<file path="src/rtl/water_dispenser_pkg.sv">
// Shared types and default sizing for the water dispenser flow controller.
package water_dispenser_pkg;

  localparam int unsigned AMOUNT_WIDTH_DEF   = 16;
  localparam int unsigned MAX_AMOUNT_DEF     = 999;
  localparam int unsigned TIMEOUT_CYCLES_DEF = 5000000;

  // Controller states
  typedef enum logic [1:0] {
    IDLE  = 2'd0,
    RUN   = 2'd1,
    DONE  = 2'd2,
    FAULT = 2'd3
  } state_e;

endpackage

</file>
<file path="src/rtl/flow_pulse_sync.sv">
// Brings the raw flow-sensor pulse into the clock domain and emits a one-cycle
// tick on each synchronised rising edge.
// Ports:
//   i_clk, i_rst_n   clock, asynchronous active-low reset
//   i_pulse          raw flow-sensor input (asynchronous to i_clk)
//   o_pulse_tick_c   1-cycle tick, combinational from the synchroniser flops
module flow_pulse_sync (
  input  logic i_clk,
  input  logic i_rst_n,
  input  logic i_pulse,
  output logic o_pulse_tick_c
);

  logic r_sync1;
  logic r_sync2;
  logic r_prev;

  // Two metastability flops plus one history flop for edge detection
  always_ff @(posedge i_clk or negedge i_rst_n) begin
    if (!i_rst_n) begin
      r_sync1 <= 1'b0;
      r_sync2 <= 1'b0;
      r_prev  <= 1'b0;
    end else begin
      r_sync1 <= i_pulse;
      r_sync2 <= r_sync1;
      r_prev  <= r_sync2;
    end
  end

  // Tick is live during the cycle before the third edge after first sampling,
  // so the consumer registers the count on that third edge.
  assign o_pulse_tick_c = r_sync2 & ~r_prev;

endmodule

</file>
<file path="src/rtl/water_flow_controller.sv">
// Opens the valve for a confirmed amount and meters it via flow-sensor pulses,
// with user abort and dry/blocked-line timeout detection.
// Ports:
//   i_clk, i_rst_n   clock, asynchronous active-low reset
//   i_start          1-cycle strobe with i_amount from the dispenser UI
//   i_amount         requested units (clamped to MAX_AMOUNT)
//   i_abort          cancel a run; acknowledges a fault
//   i_flow_pulse     raw flow-sensor pulse, 1 pulse = 1 unit
//   o_valve_open     valve energised
//   o_busy           run in progress
//   o_done           1-cycle strobe when a run ends (complete or aborted)
//   o_aborted        last run ended by abort, held until next start
//   o_fault          flow timeout, held until abort
//   o_remaining      units still to dispense
//   o_dispensed      units dispensed in the current/last run
module water_flow_controller
  import water_dispenser_pkg::*;
#(
  parameter int unsigned AMOUNT_WIDTH   = AMOUNT_WIDTH_DEF,
  parameter int unsigned MAX_AMOUNT     = MAX_AMOUNT_DEF,
  parameter int unsigned TIMEOUT_CYCLES = TIMEOUT_CYCLES_DEF
) (
  input  logic                    i_clk,
  input  logic                    i_rst_n,
  input  logic                    i_start,
  input  logic [AMOUNT_WIDTH-1:0] i_amount,
  input  logic                    i_abort,
  input  logic                    i_flow_pulse,
  output logic                    o_valve_open,
  output logic                    o_busy,
  output logic                    o_done,
  output logic                    o_aborted,
  output logic                    o_fault,
  output logic [AMOUNT_WIDTH-1:0] o_remaining,
  output logic [AMOUNT_WIDTH-1:0] o_dispensed
);

  localparam int unsigned TMO_W = $clog2(TIMEOUT_CYCLES + 1);
  localparam logic [AMOUNT_WIDTH-1:0] MAX_AMT  = AMOUNT_WIDTH'(MAX_AMOUNT);
  localparam logic [TMO_W-1:0]        TMO_LAST = TMO_W'(TIMEOUT_CYCLES - 1);
  localparam logic [TMO_W-1:0]        TMO_MAX  = TMO_W'(TIMEOUT_CYCLES);

  state_e                  r_state;
  state_e                  w_state_nxt;
  logic [AMOUNT_WIDTH-1:0] r_remaining;
  logic [AMOUNT_WIDTH-1:0] w_remaining_nxt;
  logic [AMOUNT_WIDTH-1:0] r_dispensed;
  logic [AMOUNT_WIDTH-1:0] w_dispensed_nxt;
  logic [TMO_W-1:0]        r_tmo;
  logic [TMO_W-1:0]        w_tmo_nxt;
  logic                    r_aborted;
  logic                    w_aborted_nxt;
  logic                    r_valve_open;
  logic                    r_busy;
  logic                    r_done;
  logic                    r_fault;
  logic                    w_tick;
  logic [AMOUNT_WIDTH-1:0] w_amount_clamped;
  logic                    w_count;

  flow_pulse_sync u_flow_sync (
    .i_clk          (i_clk),
    .i_rst_n        (i_rst_n),
    .i_pulse        (i_flow_pulse),
    .o_pulse_tick_c (w_tick)
  );

  assign w_amount_clamped = (i_amount > MAX_AMT) ? MAX_AMT : i_amount;
  // A tick only meters water while running with units left to go
  assign w_count          = (r_state == RUN) && w_tick && (r_remaining != '0);

  // Next-state, counters and registered-output decode
  always_comb begin
    w_state_nxt     = r_state;
    w_remaining_nxt = r_remaining;
    w_dispensed_nxt = r_dispensed;
    w_tmo_nxt       = r_tmo;
    w_aborted_nxt   = r_aborted;

    case (r_state)
      IDLE: begin
        if (i_start && (i_amount != '0)) begin
          w_state_nxt     = RUN;
          w_remaining_nxt = w_amount_clamped;
          w_dispensed_nxt = '0;
          w_tmo_nxt       = '0;
          w_aborted_nxt   = 1'b0;
        end
      end
      RUN: begin
        if (r_tmo != TMO_MAX) w_tmo_nxt = r_tmo + TMO_W'(1);
        if (w_count) begin
          w_remaining_nxt = r_remaining - AMOUNT_WIDTH'(1);
          w_dispensed_nxt = r_dispensed + AMOUNT_WIDTH'(1);
          w_tmo_nxt       = '0;
        end
        // Abort beats completion and timeout; a pulse beats timeout
        if (i_abort) begin
          w_state_nxt   = DONE;
          w_aborted_nxt = 1'b1;
        end else if (w_count && (r_remaining == AMOUNT_WIDTH'(1))) begin
          w_state_nxt = DONE;
        end else if (!w_count && (r_tmo >= TMO_LAST)) begin
          w_state_nxt = FAULT;
        end
      end
      DONE: begin
        w_state_nxt = IDLE;
      end
      FAULT: begin
        if (i_abort) w_state_nxt = IDLE;
      end
      default: begin
        w_state_nxt = IDLE;
      end
    endcase
  end

  // State, counters and outputs
  always_ff @(posedge i_clk or negedge i_rst_n) begin
    if (!i_rst_n) begin
      r_state      <= IDLE;
      r_remaining  <= '0;
      r_dispensed  <= '0;
      r_tmo        <= '0;
      r_aborted    <= 1'b0;
      r_valve_open <= 1'b0;
      r_busy       <= 1'b0;
      r_done       <= 1'b0;
      r_fault      <= 1'b0;
    end else begin
      r_state      <= w_state_nxt;
      r_remaining  <= w_remaining_nxt;
      r_dispensed  <= w_dispensed_nxt;
      r_tmo        <= w_tmo_nxt;
      r_aborted    <= w_aborted_nxt;
      r_valve_open <= (w_state_nxt == RUN);
      r_busy       <= (w_state_nxt == RUN);
      r_done       <= (w_state_nxt == DONE);
      r_fault      <= (w_state_nxt == FAULT);
    end
  end

  assign o_valve_open = r_valve_open;
  assign o_busy       = r_busy;
  assign o_done       = r_done;
  assign o_aborted    = r_aborted;
  assign o_fault      = r_fault;
  assign o_remaining  = r_remaining;
  assign o_dispensed  = r_dispensed;

endmodule

</file>
<file path="config.mk">
export PLATFORM = sky130hd
export DESIGN_NAME = water_flow_controller
export DESIGN_NICKNAME = d
export VERILOG_FILES = /design/src/rtl/water_dispenser_pkg.sv /design/src/rtl/flow_pulse_sync.sv /design/src/rtl/water_flow_controller.sv
export SDC_FILE = /design/constraint.sdc
export NUM_CORES = 1
export LEC_CHECK = 0
export ABC_CLOCK_PERIOD_IN_PS = 3400
export CORE_ASPECT_RATIO = 1.2
export CORE_MARGIN = 1
export CORE_UTILIZATION = 25
export CTS_BUF_LIST = sky130_fd_sc_hd__clkbuf_16
export CTS_CLUSTER_SIZE = 24
export DETAILED_ROUTE_END_ITERATION = 7
export GPL_TIMING_DRIVEN = 0
export PLACE_DENSITY = 0.44
export SYNTH_ARGS = -nofsm -noshare
export SYNTH_HDL_FRONTEND = slang
export SYNTH_SLANG_ARGS = --single-unit
</file>
<file path="constraint.sdc">
create_clock -name i_clk -period 3.4 [get_ports i_clk]
set_clock_uncertainty 0.05 [all_clocks]
set_input_delay 1.02 -clock i_clk [delete_from_list [all_inputs] [get_ports i_clk]]
set_output_delay 1.02 -clock i_clk [all_outputs]
set_load 0.02 [all_outputs]
</file>
---- Word level (Yosys, flattened, before mapping) ----
Cells that the tools add are included.
operators by class
  add/subtract/negate cells ............... 3
  $lt $le $gt $ge ......................... 2
  equality and inequality tests ........... 12
  mux-type cells .......................... 20
  bitwise logic cells ..................... 2
  reductions and logical operators ........ 13
operator list
  kind                     number
  $mux W16                 5
  $mux W23                 3
  $pmux W16 S2             2
  $pmux W23 S2             1
  $reduce_bool A16 Y1      2
  $add A23 B1 Y23 const B  1
  $ge A23 B23 Y1 const B   1
  $ne A23 B23 Y1 const B   1
  $add A16 B1 Y16 const B  1
  $eq A16 B1 Y1 const B    1
  $gt A16 B10 Y1 const B   1
  $sub A16 B1 Y16 const B  1
  $mux W2                  5
  $reduce_and A3 Y1        3
  $eq A2 B2 Y1 const B     4
  $pmux W2 S4              1
  $ne A2 B2 Y1 const B     3
  $logic_and A1 B1 Y1      5
  $eq A2 B1 Y1 const B     2
  $ne A3 B2 Y1 const B     1
  $logic_not A2 Y1         1
  $mux W1                  2
  $pmux W1 S2              1
  $reduce_bool A2 Y1       1
  3 further kinds          3
storage, ports and cells
  bits in registers ....................... 64
  input port bits ......................... 21
  output and inout port bits .............. 37

---- Longest topological paths before layout ----
  word-level depth ........................ 11
  mapped depth ............................ 11
  depth with buffers taken out ............ 8

---- Modules after synthesis ----
A second synthesis with hierarchy kept.
second synthesis, totals
  cells, all modules ...................... 429
  area total of the unflattened synthesis .. 3827.4 µm²
modules (own cells, without submodules)
  module                 instances  cells each  area an instance (µm²)  sequential area each (µm²)
  water_flow_controller  1          425         3738.6                  1526.5
  flow_pulse_sync        1          4           88.8                    75.1

---- Least setup slack after synthesis ----
Ideal clock, no wire load.
  path kind ............................... input-to-reg
  start ................................... input port i_amount[10]
  end ..................................... register r_tmo[14]
  data arrival time ....................... 2.706 ns
  required time ........................... 3.273 ns
  setup slack ............................. 0.567 ns
  stages .................................. 6
  path buffers ............................ 1
  path through ............................ nor4_1 -> nand4_1 -> o311ai_1 -> nand2_1 -> buf_2 -> a21oi_1
between the ends
  cells in the longest elaborated chain, start to end .. 4
RTL lines
  what                                line                          source
  start: declaration                  water_flow_controller.sv:26   input logic [AMOUNT_WIDTH-1:0] i_amount,
  $reduce_bool A16 Y1                 water_flow_controller.sv:82   if (i_start && (i_amount != '0)) begin
  $logic_and A1 B1 Y1                 water_flow_controller.sv:82
  $ne A2 B2 Y1 (no source line)       -
  $reduce_and A3 Y1 (no source line)  -
  end signal: assignment              water_flow_controller.sv:135  r_tmo <= w_tmo_nxt;
  end: declaration                    water_flow_controller.sv:49   logic [TMO_W-1:0] r_tmo;
No other way between the ends.
A chain may end at the register's enable or synchronous reset.

---- Final worst setup path ----
  start ................................... input port i_amount[10]
  end ..................................... register r_tmo[8]
Same word-level chain as after synthesis.

==> key figures <==
Floorplanning
  • Die area: 0.0145 mm^2
  • CORE AREA: 0.0134 mm^2
  • IO Count: 58
  • # rows: 46
  • Die width: 110 um
  • Initial Util: 26.1%
  • Die Ht: 132 um

Finish
  • Antenna cells: 0
  • Final net count: 493
  • Fill cells: 1,416
  • Layout cells sized above 1: 8.05%
  • Area delta synth->final: 33.4%

Global route
  • First-pass GRT wire length: 17.6 mm
  • Largest net degree at the start of global routing: 65
  • Antenna violations before repair: 0
  • Vias in the first global route: 3,340
  • Grt total ovfl: 0
  • GRT Total Usage: 15.7%

Logic synthesis
  • Mapped Avg Cell Area: 8.81 um^2
  • Syn. warnings: 0
  • Cell Area, Synth: 0.00350 mm^2
  • Async SR Flop Fraction: 100%
  • Most used flip-flop cell after synthesis: dfrtp_1
  • Syn_nets: 423
  • Post-synth cell types: 49
  • Post-Syn Instances: 397
  • Register area share after synthesis: 45.8%
  • Seq cells post-synth: 64
  • EDFF count, synth: 0

Power
  • Net Sw Frac: 34.1%
  • Maximum vdd drop: 0.333 mV
  • Tot Pwr: 0.00272 W
  • Power Dens Cells: 584 mW/mm^2
  • P_sw: 0.000929 W
  • Comb pwr share: 27.5%
  • P_int: 0.00180 W
  • Sequential Power Share: 35.0%
  • Clock Power Share: 37.5%
  • P_leak: 1.88 nW

STA
  • Crit path time final: 3.14 ns
  • Actual slew at the worst max-slew pin: 1.30 ns
  • Slew headroom: 12.5%
  • Hold Fails Final Rpt: 0
  • Post-route setup slack: 0.261 ns
  • Unrepaired setup endpoints after global routing: no
  • Final slew viol count: 0
  • Setup violation total in the final timing report: 0
  • Crit share post-route: 92.3%
  • Setup TNS: 0 ns
  • Fmax: 0.319 GHz

Worst setup path
  • Reg2reg start: o_remaining[0]$_DFFE_PN0P_
  • R2R Path End: o_dispensed[9]$_DFFE_PN0P_
  • Crit end category: flop
  • R2R depth: 9
  • Max FO, Critical Path: 10
  • Arr. time, crit path: 3.35 ns
  • CP Launch Type: input port
  • R2r setup slk: 0.46 ns
  • Critical path class: in -> reg
  • Last element of the critical path: r_tmo[8]$_DFFE_PN0P_
  • WP data required: 3.61 ns
  • Worst setup startpoint: i_amount[10]

Placement
  • Setup WS pre-CTS: -0.770 ns
  • DP HPWL: 7.39 mm
  • Final Wtd Congestion: 0.792
  • PortBufs: 57

Outcome
  • Status: finished, final reports clean

Clock tree
  • Clk_lat worst skew: 0.33 ns
  • Hold_buf cts: 0
  • Clk buf depth: 2
  • TritonCTS Buffers: 9
  • CTS tree: yes
  • Clock Root Buffer: clkbuf_16
  • Worst-path clk slew: 0.06 ns
  • CTS Sinks: 64
  • H-tree lvl count: 3

Run
  • Max cap viols: 0

Detailed routing
  • WL/cell: 16.5 um
  • Vias: 3,229
  • Residual DRC count: 0
  • Routed wire length: 10.5 mm
  • DR pass1 iterations: 4
  • DR vias/cell: 5.05
  • Post-DRT Antenna Nets: 0
  • DR iter-0 viols: 158

Worst hold path
  • Hold Path Class: reg -> reg
## cell type report
class	count	area (um^2)	area share (%)
Timing Repair Buffer	59	583	12.5
Buffer	20	96.3	2.07
Tap cell	168	210	4.51
Sequential cell	64	1600	34.4
Clock buffer	9	225	4.83
Multi-Input combinational cell	305	1810	38.9
Clock inverter	7	103	2.20
Inverter	8	30.0	0.644
## layer usage
layer	share of wire, %	vias up	global-route usage, %
met3	3.8	9	3.27
met4	1.3	0	5.26
met2	47	58	25.2
met5	0	-	0
li1	-	1609	-
met1	48	1553	20.6
## cell usage after synthesis (7+ instances only)
cell,count,area share [%]
o31ai_1,9,1.9
nor2_1,49,5.3
xor2_1,9,2.3
xnor2_1,10,2.5
nand2_1,34,3.7
a21oi_1,17,2.4
nand4_1,14,2.5
a31oi_1,8,1.4
or3_1,10,1.8
nand3_1,17,2.4
nor4_1,15,2.7
clkbuf_1,13,1.4
inv_1,8,0.86
and3_1,8,1.4
or4_1,7,1.5
dfrtp_1,64,46
o21ai_0,37,5.3
nor3_1,15,2.1
## cell usage in the layout, fill, tap and decap left out, drive strengths merged, types with 3 or more instances in the layout
cell type | synthesis | routed
nand3 | 17 | 17
o21ai | 37 | 37
dfrtp | 64 | 64
nand2 | 34 | 34
or4 | 7 | 7
buf | 7 | 10
ha | 5 | 5
inv | 8 | 10
nand2b | 3 | 3
and4 | 3 | 3
a31oi | 8 | 8
nor3 | 15 | 15
nor4 | 16 | 16
o31ai | 9 | 9
xnor2 | 10 | 10
and3 | 8 | 8
a21oi | 17 | 17
clkbuf | 13 | 22
nor2 | 49 | 49
o22ai | 3 | 3
clkdlybuf4s50 | 0 | 56
and2 | 4 | 4
mux2i | 3 | 3
nand4 | 14 | 14
or3 | 10 | 10
xor2 | 9 | 9
## flip-flops by register name, summed over array words and instances, names as in the netlist
register,flops
o_fault,1
o_dispensed,16
u_flow_sync.r_prev,1
o_busy,1
u_flow_sync.r_sync2,1
u_flow_sync.r_sync1,1
o_aborted,1
r_tmo,23
r_state,2
o_done,1
o_remaining,16
## critical path, cell delays in order
cell and delay (ns):
clkdlybuf4s50_1 0.41, nor4_2 0.37, nand4_1 0.23, buf_4 0.20, o311ai_4 0.38, nand2_1 0.31
buf_2 0.28, a21oi_1 0.14
## cell families after synthesis
logic type	synth area share, %
compound gates	16.1
simple gates	27.2
flops	45.8
buf+inv	3.51
fa+ha+maj	1.79
mux	0.859
xor+xnor	4.76
## power groups by stage
stage	clock, W	sequential, W	combinational, W
floorplan	0	0.00103	0.000336
global placement	0	0.000967	0.000747
detailed placement	0	0.000965	0.000744
CTS	0.00104	0.000954	0.000751
global route	0.00107	0.000969	0.000827
finish	0.00102	0.000955	0.000749
## through the flow
stage               cell area (um^2)  hold WS [ns]  utilization (%)  instances
floorplan                       3500         0.281                -        397
global placement                4280         0.286             31.9        622
detailed placement              4270         0.296             31.9        622
CTS                             4620         0.310             34.4        638
global route                    4660         0.323             34.8        640
finish                          4660         0.310             34.8        640
## how the worst min path moves through the flow
stage | start | to | slack [ns] | cells after the start
after CTS | u_flow_sync.r_sync1$_DFF_PN0_ | u_flow_sync.r_sync2$_DFF_PN0_ | 0.31 | 0
after floorplan | u_flow_sync.r_sync1$_DFF_PN0_ | u_flow_sync.r_sync2$_DFF_PN0_ | 0.28 | 0
final | u_flow_sync.r_sync1$_DFF_PN0_ | u_flow_sync.r_sync2$_DFF_PN0_ | 0.31 | 0
after global placement | u_flow_sync.r_sync1$_DFF_PN0_ | u_flow_sync.r_sync2$_DFF_PN0_ | 0.29 | 0
after global routing | u_flow_sync.r_sync1$_DFF_PN0_ | u_flow_sync.r_sync2$_DFF_PN0_ | 0.32 | 0
after detailed placement | u_flow_sync.r_sync1$_DFF_PN0_ | u_flow_sync.r_sync2$_DFF_PN0_ | 0.30 | 0
## timing repair
action	in CTS	in global routing
setup endpoints to repair	32	42
gates resized for setup	4	7
pin swaps	0	1
endpoints found under the hold margin	0	0
buffers inserted	0	2
Note: power is estimated with default switching activity, not from simulation.
